File: src/rtl/led_frame_sched.sv
// LED frame scheduler: snapshots per-channel RGB means, streams them to a FIFO,
// kicks the serializer and waits for completion. `LED_SCHED_FRMCNT_EN adds frame_cnt.
module led_frame_sched #(
    parameter int NCH   = 8,
    parameter int CW    = 4,
    parameter int TX_TO = 4096
) (
    input  logic              clk_slow,
    input  logic              rst,
    input  logic              en,
    input  logic              start,
    input  logic [NCH*CW-1:0] MeanR,
    input  logic [NCH*CW-1:0] MeanG,
    input  logic [NCH*CW-1:0] MeanB,
    input  logic              fifo_full,
    input  logic              tx_done,
    input  logic              err_clr,
    output logic              we,
    output logic [3*CW-1:0]   fifo_data_in,
    output logic              send_start,
    output logic              busy,
    output logic              frame_done,
    output logic              ovr_err,
    output logic              to_err
`ifdef LED_SCHED_FRMCNT_EN
    ,
    output logic [15:0]       frame_cnt
`endif
);

    localparam int IW = (NCH > 1) ? $clog2(NCH) : 1;

    typedef enum logic [1:0] {IDLE, WRITE, KICK, WAIT_TX} state_t;

    state_t            state_q, state_d;
    logic [IW-1:0]     idx_q, idx_d;
    logic [15:0]       tmo_q, tmo_d;
    logic [NCH*CW-1:0] shr_q, shg_q, shb_q;
    logic              ovr_q, ovr_d;
    logic              to_q, to_d;
    logic              snap;
    logic              ovr_set, to_set;

    logic [CW-1:0] shr_ch [NCH];
    logic [CW-1:0] shg_ch [NCH];
    logic [CW-1:0] shb_ch [NCH];

    for (genvar k = 0; k < NCH; k++) begin : g_ch
        assign shr_ch[k] = shr_q[CW*k +: CW];
        assign shg_ch[k] = shg_q[CW*k +: CW];
        assign shb_ch[k] = shb_q[CW*k +: CW];
    end

    always_ff @(posedge clk_slow) begin
        if (rst) begin
            state_q <= IDLE;
            idx_q   <= '0;
            tmo_q   <= '0;
            shr_q   <= '0;
            shg_q   <= '0;
            shb_q   <= '0;
            ovr_q   <= 1'b0;
            to_q    <= 1'b0;
        end else begin
            state_q <= state_d;
            idx_q   <= idx_d;
            tmo_q   <= tmo_d;
            ovr_q   <= ovr_d;
            to_q    <= to_d;
            // Shadow copy decouples the frame in flight from live mean updates
            if (snap) begin
                shr_q <= MeanR;
                shg_q <= MeanG;
                shb_q <= MeanB;
            end
        end
    end

    always_comb begin
        state_d      = state_q;
        idx_d        = idx_q;
        tmo_d        = '0;
        snap         = 1'b0;
        we           = 1'b0;
        send_start   = 1'b0;
        frame_done   = 1'b0;
        fifo_data_in = '0;
        to_set       = 1'b0;

        case (state_q)
            IDLE: begin
                if (start && en) begin
                    snap    = 1'b1;
                    idx_d   = '0;
                    state_d = WRITE;
                end
            end
            WRITE: begin
                fifo_data_in = {shr_ch[idx_q], shg_ch[idx_q], shb_ch[idx_q]};
                we           = !fifo_full;
                if (we) begin
                    if (idx_q == IW'(NCH - 1)) begin
                        idx_d   = '0;
                        state_d = KICK;
                    end else begin
                        idx_d = idx_q + 1'b1;
                    end
                end
            end
            KICK: begin
                send_start = 1'b1;
                state_d    = WAIT_TX;
            end
            WAIT_TX: begin
                // Completion is checked first so a tx_done on the last cycle beats the timeout
                if (tx_done) begin
                    frame_done = 1'b1;
                    state_d    = IDLE;
                end else if (tmo_q == 16'(TX_TO - 1)) begin
                    to_set  = 1'b1;
                    state_d = IDLE;
                end else begin
                    tmo_d = tmo_q + 16'd1;
                end
            end
            default: state_d = IDLE;
        endcase

        ovr_set = start && (state_q != IDLE);
        ovr_d   = ovr_set || (ovr_q && !err_clr);
        to_d    = to_set  || (to_q  && !err_clr);

        // Outputs are silenced for the whole reset cycle, not only after the edge
        if (rst) begin
            we           = 1'b0;
            send_start   = 1'b0;
            frame_done   = 1'b0;
            fifo_data_in = '0;
        end
    end

    assign busy    = (state_q != IDLE) && !rst;
    assign ovr_err = ovr_q && !rst;
    assign to_err  = to_q && !rst;

`ifdef LED_SCHED_FRMCNT_EN
    logic [15:0] frm_cnt_q;

    always_ff @(posedge clk_slow) begin
        if (rst) begin
            frm_cnt_q <= '0;
        end else if (frame_done) begin
            frm_cnt_q <= frm_cnt_q + 16'd1;
        end
    end

    assign frame_cnt = frm_cnt_q;
`endif

endmodule
File: config.mk
export PLATFORM = sky130hd
export DESIGN_NAME = led_frame_sched
export DESIGN_NICKNAME = d
export VERILOG_FILES = /design/src/rtl/led_frame_sched.sv
export SDC_FILE = /design/constraint.sdc
export NUM_CORES = 1
export LEC_CHECK = 0
export ABC_AREA = 1
export CAP_MARGIN = 0
export CELL_PAD_IN_SITES_DETAIL_PLACEMENT = 1
export CELL_PAD_IN_SITES_GLOBAL_PLACEMENT = 1
export CORE_MARGIN = 2
export CORE_UTILIZATION = 36
export DETAILED_ROUTE_END_ITERATION = 8
export PLACE_DENSITY_LB_ADDON = 0.3
export SYNTH_ARGS = -nofsm -noshare
export SYNTH_HDL_FRONTEND = slang
export SYNTH_SLANG_ARGS = --single-unit
File: constraint.sdc
create_clock -name clk_slow -period 2 [get_ports clk_slow]
set_clock_uncertainty 0.2 [all_clocks]
set_input_delay 0.5 -clock clk_slow [delete_from_list [all_inputs] [get_ports clk_slow]]
set_output_delay 0.5 -clock clk_slow [all_outputs]
set_load 0.05 [all_outputs]
* Word level (Yosys, flattened, before mapping)
Index checks and enable logic that the tools add are counted.
** Word-level totals
- Flip-flop bits (word level) :: 119
- Bits in latches :: 0
- Bits in writable memories :: 0
- Bits in read-only memories :: 0
- Bits of input ports :: 103
- Logic and storage cells :: 73
- Memories :: 0
** Operators by class
- Add/sub/neg operators :: 2
- Multipliers :: 0
- Divide/modulo/power cells :: 0
- $lt $le $gt $ge :: 1
- Equal/unequal tests :: 9
- Shift operators :: 0
- Multiplexer cells :: 33
- Bitwise operators :: 2
- Reductions and logical operators :: 18
** Operators with widths (count)
- $bmux 4 s3 :: 3
- $mux 12 :: 2
- $mux 4 :: 6
- $add 16x1->16 const B :: 1
- $eq 16x12->1 const B :: 1
- $mux 1 :: 12
- $mux 2 :: 5
- $mux 3 :: 3
- $pmux 2 s4 :: 1
- $logic_and 1x1->1 :: 7
- $ne 2x2->1 const B :: 3
- $pmux 3 s2 :: 1
- $eq 2x2->1 const B :: 2
- $ge 4x4->1 const B :: 1
- $not 3->4 :: 1
- $reduce_and 4->1 :: 1
- $reduce_bool 2->1 :: 2
- $reduce_or 4->1 :: 1
- $add 3x1->3 const B :: 1
- $eq 3x3->1 const B :: 1
- $logic_not 1->1 :: 3
- $ne 3x3->1 const B :: 1
- $reduce_and 3->1 :: 1
- $eq 2x1->1 const B :: 1
- 3 further kinds :: 4

* Logic depth before layout (Yosys ltp)
Gate-level depths: netlist (run 1).
- Depth in word-level cells :: 6
- Mapped depth :: 10
- Depth with buffers taken out :: 10

* Worst setup path before layout (run 1)
Ideal clock, no wire load.
- Kind :: input-to-output
- Start point :: input rst
- End point :: output fifo_data_in[10]
- Arrival :: 1874 ps
- Data required time :: 1300 ps
- Path slack :: -574 ps
- Cell stages on the path :: 5
- Buffers on the path :: 2
- Cell sequence :: buf_2 nor2_1 buf_2 nand2_1 a21oi_1
** On the way
- Longest elaborated chain between the ends :: 1
** Ends and longest elaborated chain
- from (decl) :: line 9 : input logic rst,
- $mux 12 :: line 134 : if (rst) begin
- to (decl) :: line 19 : output logic [3*CW-1:0] fifo_data_in,
Every way passes these cells.

* Final worst setup path (run 1)
- Start point :: register state_q[1]
- End point :: output fifo_data_in[10]
** On the way
- Longest elaborated chain between the ends :: 3
** Ends and longest elaborated chain
- from (decl) :: line 35 : state_t state_q, state_d;
- from (signal assigned) :: line 65 : state_q <= state_d;
- $eq 2x1->1 :: line 90 : case (state_q)
- $mux 12 :: line 90
- $mux 12 :: line 134
Every way passes these cells.

==> flow_metrics.tcl, run 1 <==
set metrics [dict create \
    status "finished with violations" \
    violations "negative setup slack" \
    cts_sinks 119 \
    tightest_slew_ns 0.451 \
    tns_ns -6.09 \
    r2r-end "state_q[1]$_SDFFE_PP0P_" \
    vias_per_cell 5.18 \
    cts_hold_buf 0 \
    finalHoldViolCount 0 \
    hold_class "reg -> reg" \
    htreeDepth 4 \
    design_area_um2 8370 \
    antenna_found_initial 0 \
    start_kind "register" \
    clock_latency_ns 0.41 \
    ys_ff_latch 119 \
    dpl.cell_count 1038 \
    crit_arrival_ns 1.78 \
    dpl_cell_area_um2 7340 \
    initial_core_util_pct 37.1 \
    crit_type "reg -> out" \
    die_area_um2 16100 \
    grt_usage_pct 24.2 \
    yosysWarnings 0 \
    vias 5580 \
    place_ws_ns -0.390 \
    core_um2 14600 \
    nets 993 \
    rows 44 \
    reg2reg_depth 9 \
    power.leakage_nw 2.96 \
    slew_violations 0 \
    rr_startpoint "idx_q[0]$_SDFFE_PP0P_" \
    portBuffers 120 \
    die_height_um 127 \
    first_iter_violations 221 \
    drc 0 \
    worstHoldEndpoint "shb_q[18]$_SDFFE_PP0P_" \
    fmax_mhz 403 \
    overflow 0 \
    grt_pass1_vias 6021 \
    ys_seq_area_share_pct 43.9 \
    synth_area_um2 5430 \
    final.setup.worst_slack_ns -0.479 \
    wirelength_um 19200 \
    crit_fanout 6 \
    grt_max_degree 61 \
    wire_per_inst_um 17.9 \
    clk_pin_slew_ns 0.05 \
    rrSetupSlack_ns -0.07 \
    cts_buffers 17 \
    rsz0062_at_grt "true" \
    num_io_pins 121 \
    dp_hpwl_um 12700 \
    finalCritPeriodShare_pct 124 \
    diodes 0 \
    drt_first_pass_iters 4 \
    drive_gt1_share_pct 22.8 \
    synthCells 745 \
    ant_nets 0 \
    grt_pass1_wl_um 30600 \
    cts_root_buf "clkbuf_16" \
    final_cells 1077 \
    gp_congestion 0.780 \
    min_path_cells 2 \
    cts_buffer_depth 2 \
    syn_to_final_growth_pct 54.2 \
    syn_nets 855 \
    layout_min_cycle_time_ns 2.48 \
    hold_start "shb_q[18]$_SDFFE_PP0P_" \
    setup_violations 18 \
    die_x_um 127 \
    tritoncts "yes" \
    total_power_mw 9.57 \
    power_density_nw_per_um2 1140 \
    required_ns 1.30 \
    drv_cap 0 \
    worstSetupEndpointType "primary output" \
    ys_types 31 \
    ir_drop_uv 782 \
    slew_headroom_pct 69.6 \
    avgSynthCellArea_um2 7.29 \
]
-- worst max path at each step --
stage | from | to | slack, ns | depth (start not counted)
detailed placement | rst | fifo_data_in[3] | -0.39 | 6
finish | state_q[1]$_SDFFE_PP0P_ | fifo_data_in[10] | -0.48 | 8
floorplan | rst | ovr_err | -0.06 | 2
CTS | state_q[1]$_SDFFE_PP0P_ | fifo_data_in[5] | -0.45 | 8
global route | state_q[1]$_SDFFE_PP0P_ | fifo_data_in[10] | -0.53 | 8
global placement | rst | fifo_data_in[3] | -0.34 | 6
-- layer usage --
metal  routed length (µm)  part of all wire, %  vias to the layer above  GRT usage [%]
li1                     -                    -                     2717              -
met1                 7930                   41                     2725           27.5
met2                10300                   53                      106           45.2
met3                  664                  3.5                       32           4.51
met4                  377                  2.0                        0           8.66
met5                    0                    0                        -              0
-- stage by stage --
step | utilization, % | hold WS (ns)
after floorplan | - | 0.219
after global placement | 50.1 | 0.228
after detailed placement | 50.1 | 0.235
after CTS | 56.5 | 0.248
after global routing | 57.2 | 0.260
final | 57.2 | 0.246
-- registers in the layout (all words and copies together), names as in the netlist --
name	flops
shb_q	32
shg_q	32
shr_q	32
tmo_q	16
idx_q	3
state_q	2
ovr_q	1
to_q	1
-- power breakdown --
group	total [mW]	internal, mW	switching (mW)
registers	2.97	2.78	0.184
clock network	2.83	1.81	1.02
logic	3.77	1.57	2.20
-- kinds of logic after synthesis --
logic type / Yosys count / share of synthesized area, %
AO/OA/AOI/OAI: 317 / 29.4
buffers and inverters: 173 / 13.3
AND/OR/NAND/NOR: 121 / 10.5
flip-flops: 119 / 43.9
XOR/XNOR: 8 / 1.29
adder cells (fa/ha/maj): 7 / 1.61
-- synthesized netlist by cell type --
cell      instances  share of area (%)
buf_8             1               0.28
ha_1              7                1.6
nand3_4           1               0.32
clkbuf_1         14               0.97
buf_6             1               0.21
nor3_2            1               0.18
clkbuf_2          8               0.74
xor2_1            5               0.81
buf_4             3               0.41
nand3_2           2               0.37
a21o_2            1               0.16
nor2_4            2               0.41
inv_1           116                8.0
nand2_2           5               0.58
nor2_1           28                1.9
a21oi_1         178                 16
nor3_1            4               0.37
inv_2             4               0.28
a22o_1            1               0.16
nand2_1          50                3.5
or2_2             1               0.12
o21ai_1           2               0.18
dfxtp_1         119                 44
nand3_1          20                1.8
nand4_1           2               0.23
a22oi_1           1               0.14
nand2_4           1               0.21
xnor2_1           3               0.48
nor2_2            4               0.46
o21ai_0         134                 12
buf_2            26                2.4
-- worst max-delay path, cell delays in order (launching register included) --
cell       delay [ns]
dfxtp_2          0.33
inv_2            0.08
ha_4             0.16
inv_4            0.05
nor2_4           0.17
clkbuf_16        0.22
nand2_2          0.07
a21oi_4          0.13
buf_12           0.15
-- placed cells by master, fill, tap and decap left out, drive strengths merged, types with 7 or more instances in the layout --
| cell | Yosys | routed |
|---|---|---|
| nand2 | 56 | 56 |
| ha | 7 | 7 |
| o21ai | 136 | 136 |
| buf | 31 | 68 |
| clkbuf | 22 | 27 |
| nand3 | 23 | 23 |
| clkdlybuf4s50 | 0 | 101 |
| inv | 120 | 120 |
| a21oi | 178 | 178 |
| nor2 | 34 | 34 |
| dfxtp | 119 | 119 |
-- repair_timing --
item | CTS | global route
cloned | 1 | 1
endpoints found under the setup margin | 28 | 26
gates resized for setup | 107 | 31
setup buffers | 8 | 4
pin swaps | 24 | 9
-- area by class of cell --
class                   count  area (µm²)
well taps                 184         230
clock inverters             4        45.0
multi-input cells         453        2810
clock buffers              25         495
flip-flops and latches    119        2390
inverters                 120         460
repair buffers            172        1940
fillers                  1701        6270
No activity file was read; power rests on OpenSTA's default activity.
==> run 2: changes to the inputs <==
==> constraint.sdc (replaced) <==
create_clock -name clk_slow -period 2 [get_ports clk_slow]
set_clock_uncertainty 0.2 [all_clocks]
set_input_delay 0.4 -clock clk_slow [delete_from_list [all_inputs] [get_ports clk_slow]]
set_output_delay 0.4 -clock clk_slow [all_outputs]
set_load 0.05 [all_outputs]
==> flow_metrics.tcl, run 2 (same netlist as run 1, synthesis figures left out) <==
set metrics [dict create \
    p_comb_share_pct 37.5 \
    vias_per_cell 5.19 \
    final_cell_mix "a21oi_1, dfxtp_1, inv_1, o21ai_0, clkdlybuf4s50_1" \
    start_kind "register" \
    dp_hpwl_um 12400 \
    final_cells 1069 \
    wirelength_um 19600 \
    internal_power_mw 6.47 \
    gp_congestion 0.805 \
    path_cells "inv_8 -> buf_4 -> o21ai_1 -> nand3_1 -> nand2_2 -> a21oi_4 -> buf_12" \
    nets 982 \
    rsz0062_at_grt "true" \
    crit_type "reg -> out" \
    worstSetupEndpointType "primary output" \
    first_iter_violations 382 \
    clk_pin_slew_ns 0.06 \
    grt_max_degree 50 \
    drv_cap 0 \
    initial_core_util_pct 37.1 \
    rows 44 \
    setup_violations 14 \
    violations "negative setup slack" \
    slew_headroom_pct 67.6 \
    vias 5552 \
    status "finished with violations" \
    grt_pass1_vias 6010 \
    die_area_um2 16100 \
    ant_nets 0 \
    required_ns 1.40 \
    die_height_um 127 \
    overflow 0 \
    diodes 0 \
    hold_class "reg -> reg" \
    grt_usage_pct 24.3 \
    cts_sinks 119 \
    dpl.cell_count 1024 \
    crit_fanout 25 \
    cpPeakStageDelay_ns 0.39 \
    drc 0 \
    power_frac_seq_pct 30.0 \
    fmax_mhz 416 \
    cts_buffer_depth 2 \
    tritoncts "yes" \
    finalHoldViolCount 0 \
    slew_violations 0 \
    num_io_pins 121 \
    drt_first_pass_iters 4 \
    final.setup.worst_slack_ns -0.402 \
    rrSetupSlack_ns 0.03 \
    path_delay_family "buffers and inverters" \
    place_ws_ns -0.290 \
    layout_min_cycle_time_ns 2.40 \
    clock_latency_ns 0.43 \
    antenna_found_initial 0 \
    wire_per_inst_um 18.3 \
    power_frac_clock_pct 32.5 \
    die_x_um 127 \
    switching_share_pct 35.0 \
    layout_commonest_cell "a21oi_1" \
    power.leakage_nw 2.97 \
    tightest_slew_ns 0.481 \
    core_um2 14600 \
    final_util_pct 57.3 \
    cpMaxStageDelayCell "dfxtp_4" \
    power_density_nw_per_um2 1190 \
    switching_power_mw 3.48 \
    cts_buffers 17 \
    drive_gt1_share_pct 21.0 \
    crit_arrival_ns 1.80 \
    cts_root_buf "clkbuf_16" \
    tns_ns -4.50 \
    portBuffers 120 \
    grt_pass1_wl_um 30300 \
    htreeDepth 4 \
    reg.largest.list "shb_q: 32 flops, shg_q: 32 flops, shr_q: 32 flops" \
    finalCritPeriodShare_pct 120 \
    syn_to_final_growth_pct 54.6 \
    ir_drop_uv 766 \
    cp_num_buf_inv 3 \
]
## run 2: final timing paths
kind / start / to / cells past startpoint
setup / recovery: idx_q[0]$_SDFFE_PP0P_ / fifo_data_in[10] / 7
hold / removal: shb_q[2]$_SDFFE_PP0P_ / shb_q[2]$_SDFFE_PP0P_ / 2
setup reg to reg: state_q[0]$_SDFFE_PP0P_ / shg_q[23]$_SDFFE_PP0P_ / 8
hold reg to reg: shb_q[2]$_SDFFE_PP0P_ / shb_q[2]$_SDFFE_PP0P_ / 2
## run 2: routing by layer
metal | wire length, µm | up-vias | track usage [%]
met5 | 0 | - | 0
met3 | 707 | 46 | 4.85
met2 | 10300 | 114 | 44.3
met1 | 7850 | 2691 | 26.6
li1 | - | 2701 | -
met4 | 694 | 0 | 13.0
## run 2: repair_timing
action,in CTS,in global routing
setup endpoints to repair,18,22
hold buffers,0,0
cloned,2,2
setup buffers,6,5
pin swaps,16,16
resized for setup,87,37
## run 2: power groups by stage
stage                     Combinational [mW]  Sequential [mW]  Clock, mW
final                                   3.73             2.98       3.23
after global routing                    4.04             3.01       3.37
after CTS                               3.45             2.97       3.26
after detailed placement                2.91             2.97          0
after global placement                  2.78             2.94          0
after floorplan                         1.81             2.92          0
## run 2: through the flow
| stage | hold WS [ns] | total power [mW] | cell area [µm²] |
|---|---|---|---|
| 6_report | 0.238 | 9.95 | 8390 |
| 3_3_place_gp | 0.229 | 5.72 | 7230 |
| 4_1_cts | 0.242 | 9.68 | 8220 |
| 5_1_grt | 0.262 | 10.4 | 8390 |
| 2_1_floorplan | 0.219 | 4.73 | 5550 |
| 3_5_place_dp | 0.234 | 5.88 | 7230 |
## run 2: area by class of cell
type / instances / area, µm²
Tap cell: 184 / 230
Fill cell: 1705 / 6250
Inverter: 120 / 470
Clock buffer: 24 / 502
Multi-Input combinational cell: 453 / 2770
Clock inverter: 8 / 118
Sequential cell: 119 / 2390
Timing Repair Buffer: 161 / 1910
## run 2: tightest hold or removal path: cells and delay by family, from the launching register on
family / cells / cell delay (ns)
DFF: 1 / 0.30
buffers and inverters: 1 / 0.04
AOI/OAI and AO/OA: 1 / 0.05
==> run 3: changes to the inputs <==
--- a/config.mk
+++ b/config.mk
@@ -13,6 +13,7 @@
 export CORE_UTILIZATION = 36
 export DETAILED_ROUTE_END_ITERATION = 8
 export PLACE_DENSITY_LB_ADDON = 0.3
+export RECOVER_POWER = 100
 export SYNTH_ARGS = -nofsm -noshare
 export SYNTH_HDL_FRONTEND = slang
 export SYNTH_SLANG_ARGS = --single-unit
==> constraint.sdc (replaced) <==
create_clock -name clk_slow -period 2.41 [get_ports clk_slow]
set_clock_uncertainty 0.2 [all_clocks]
set_input_delay 0.482 -clock clk_slow [delete_from_list [all_inputs] [get_ports clk_slow]]
set_output_delay 0.482 -clock clk_slow [all_outputs]
set_load 0.05 [all_outputs]
==> flow_metrics.tcl, run 3 (same netlist as run 1, synthesis figures left out) <==
set metrics [dict create \
    status "finished with violations" \
    violations "negative setup slack" \
    power.leakage_nw 2.75 \
    slew_headroom_pct 49.6 \
    tritoncts "yes" \
    drt_first_pass_iters 4 \
    vias 5342 \
    design_area_um2 7760 \
    setup_violations 4 \
    overflow 0 \
    htreeDepth 4 \
    power_density_nw_per_um2 939 \
    wl_met2_um 9450 \
    slew_violations 0 \
    cts_sinks 119 \
    tightest_slew_ns 0.756 \
    cts_root_buf "clkbuf_16" \
    final_util_pct 53.0 \
    switching_share_pct 35.1 \
    num_io_pins 121 \
    drive_gt1_share_pct 14.6 \
    drv_cap 0 \
    die_height_um 127 \
    cts_buffer_depth 2 \
    wire_per_inst_um 17.1 \
    rsz0062_at_grt "true" \
    clock_latency_ns 0.41 \
    ant_nets 0 \
    grt_pass1_wl_um 28300 \
    wl_met1_um 7650 \
    layout_min_cycle_time_ns 2.45 \
    antenna_found_initial 0 \
    dp_hpwl_um 11700 \
    crit_type "reg -> out" \
    fmax_mhz 408 \
    grt_max_degree 109 \
    vias_per_cell 5.08 \
    grt_pass1_vias 5539 \
    final.setup.worst_slack_ns -0.0423 \
    worstSetupEndpointType "primary output" \
    whs_ns 0.243 \
    switching_power_mw 2.56 \
    wl_met3_um 768 \
    layout_commonest_cell "a21oi_1" \
    dpl.cell_count 1011 \
    power_frac_seq_pct 33.8 \
    final_cells 1052 \
    gp_congestion 0.747 \
    dpl_cell_area_um2 6990 \
    first_iter_violations 289 \
    finalHoldViolCount 0 \
    crit_arrival_ns 1.77 \
    drc 0 \
    crit_fanout 5 \
    portBuffers 120 \
    die_x_um 127 \
    nets 964 \
    grt_usage_pct 22.6 \
    wirelength_um 18000 \
    hold_class "reg -> reg" \
    core_um2 14600 \
    final_cell_mix "a21oi_1, o21ai_0, dfxtp_1" \
    reg.largest.list "shb_q: 32 flops, shg_q: 32 flops, shr_q: 32 flops" \
    die_area_um2 16100 \
    power_frac_clock_pct 30.9 \
    clk_pin_slew_ns 0.05 \
    ir_drop_uv 537 \
    syn_to_final_growth_pct 43.1 \
    internal_power_mw 4.73 \
    rows 44 \
    initial_core_util_pct 37.1 \
    highest_layer "met4" \
    finalCritPeriodShare_pct 102 \
    start_kind "register" \
    required_ns 1.73 \
    p_comb_share_pct 35.3 \
    cts_buffers 17 \
]
[run 3: cell types whose count changed in the layout (fill, tap and decap cells not counted), moves of 7 or more]
cell     before  now
nor2_1       21   28
a21oi_1     147  154
buf_4        22   13
buf_12       30   23
nand2_1      35   45
o21ai_0     112  120
o21ai_1      22   15
a21oi_4      14    7
[run 3: timing repair]
item                       4_1_cts  5_1_grt
setup endpoints to repair       12       12
gates resized for setup         40       33
buffers inserted                 6        2
pin swaps                        4        8
cloned                           1        0
hold buffers                     0        0
[run 3: path summary, 6_finish.rpt]
kind,cells past startpoint,startpoint,endpoint,slack (ns)
worst max register to register,8,state_q[1]$_SDFFE_PP0P_,shg_q[4]$_SDFFE_PP0P_,0.04
worst min register to register,2,shr_q[1]$_SDFFE_PP0P_,shr_q[1]$_SDFFE_PP0P_,0.24
worst min-delay path,2,shr_q[1]$_SDFFE_PP0P_,shr_q[1]$_SDFFE_PP0P_,0.24
worst max-delay path,6,state_q[1]$_SDFFE_PP0P_,busy,-0.04
[run 3: per-layer routing]
layer  vias up  global-route usage (%)
li1       2667                       -
met2       107                    40.3
met3        10                    4.60
met4         0                    6.46
met1      2558                    27.7
met5         -                       0
[run 3: power by group through the flow]
stage | combinational (mW) | clock (mW) | sequential [mW]
3_3_place_gp | 2.12 | 0 | 2.45
4_1_cts | 2.43 | 2.30 | 2.45
2_1_floorplan | 1.43 | 0 | 2.42
5_1_grt | 2.81 | 2.39 | 2.49
6_report | 2.57 | 2.26 | 2.46
3_5_place_dp | 2.19 | 0 | 2.47
[run 3: cell type report]
cell class	instances	area [µm²]
inverter	120	465
fill	1756	6880
tap	184	230
clock buffer	29	510
clock inverter	3	15.0
timing repair buffer	143	1620
multi-input combinational	453	2520
antenna	1	2.50
sequential	119	2390
[run 3: critical path, stage by stage, from the launching register on]
cell	delay [ns]
dfxtp_2	0.33
inv_2	0.05
clkbuf_4	0.12
clkbuf_4	0.12
ha_1	0.27
nor2_1	0.29
buf_12	0.18
[run 3: metrics by stage]
step / setup TNS (ns) / total power [mW] / worst slack, ns
final: -0.0722 / 7.29 / -0.0423
after global routing: -2.66 / 7.69 / -0.127
after detailed placement: -0.163 / 4.66 / -0.0812
after global placement: -0.133 / 4.57 / -0.0616
after floorplan: 0 / 3.86 / 0.0293
after CTS: -0.556 / 7.19 / -0.0729
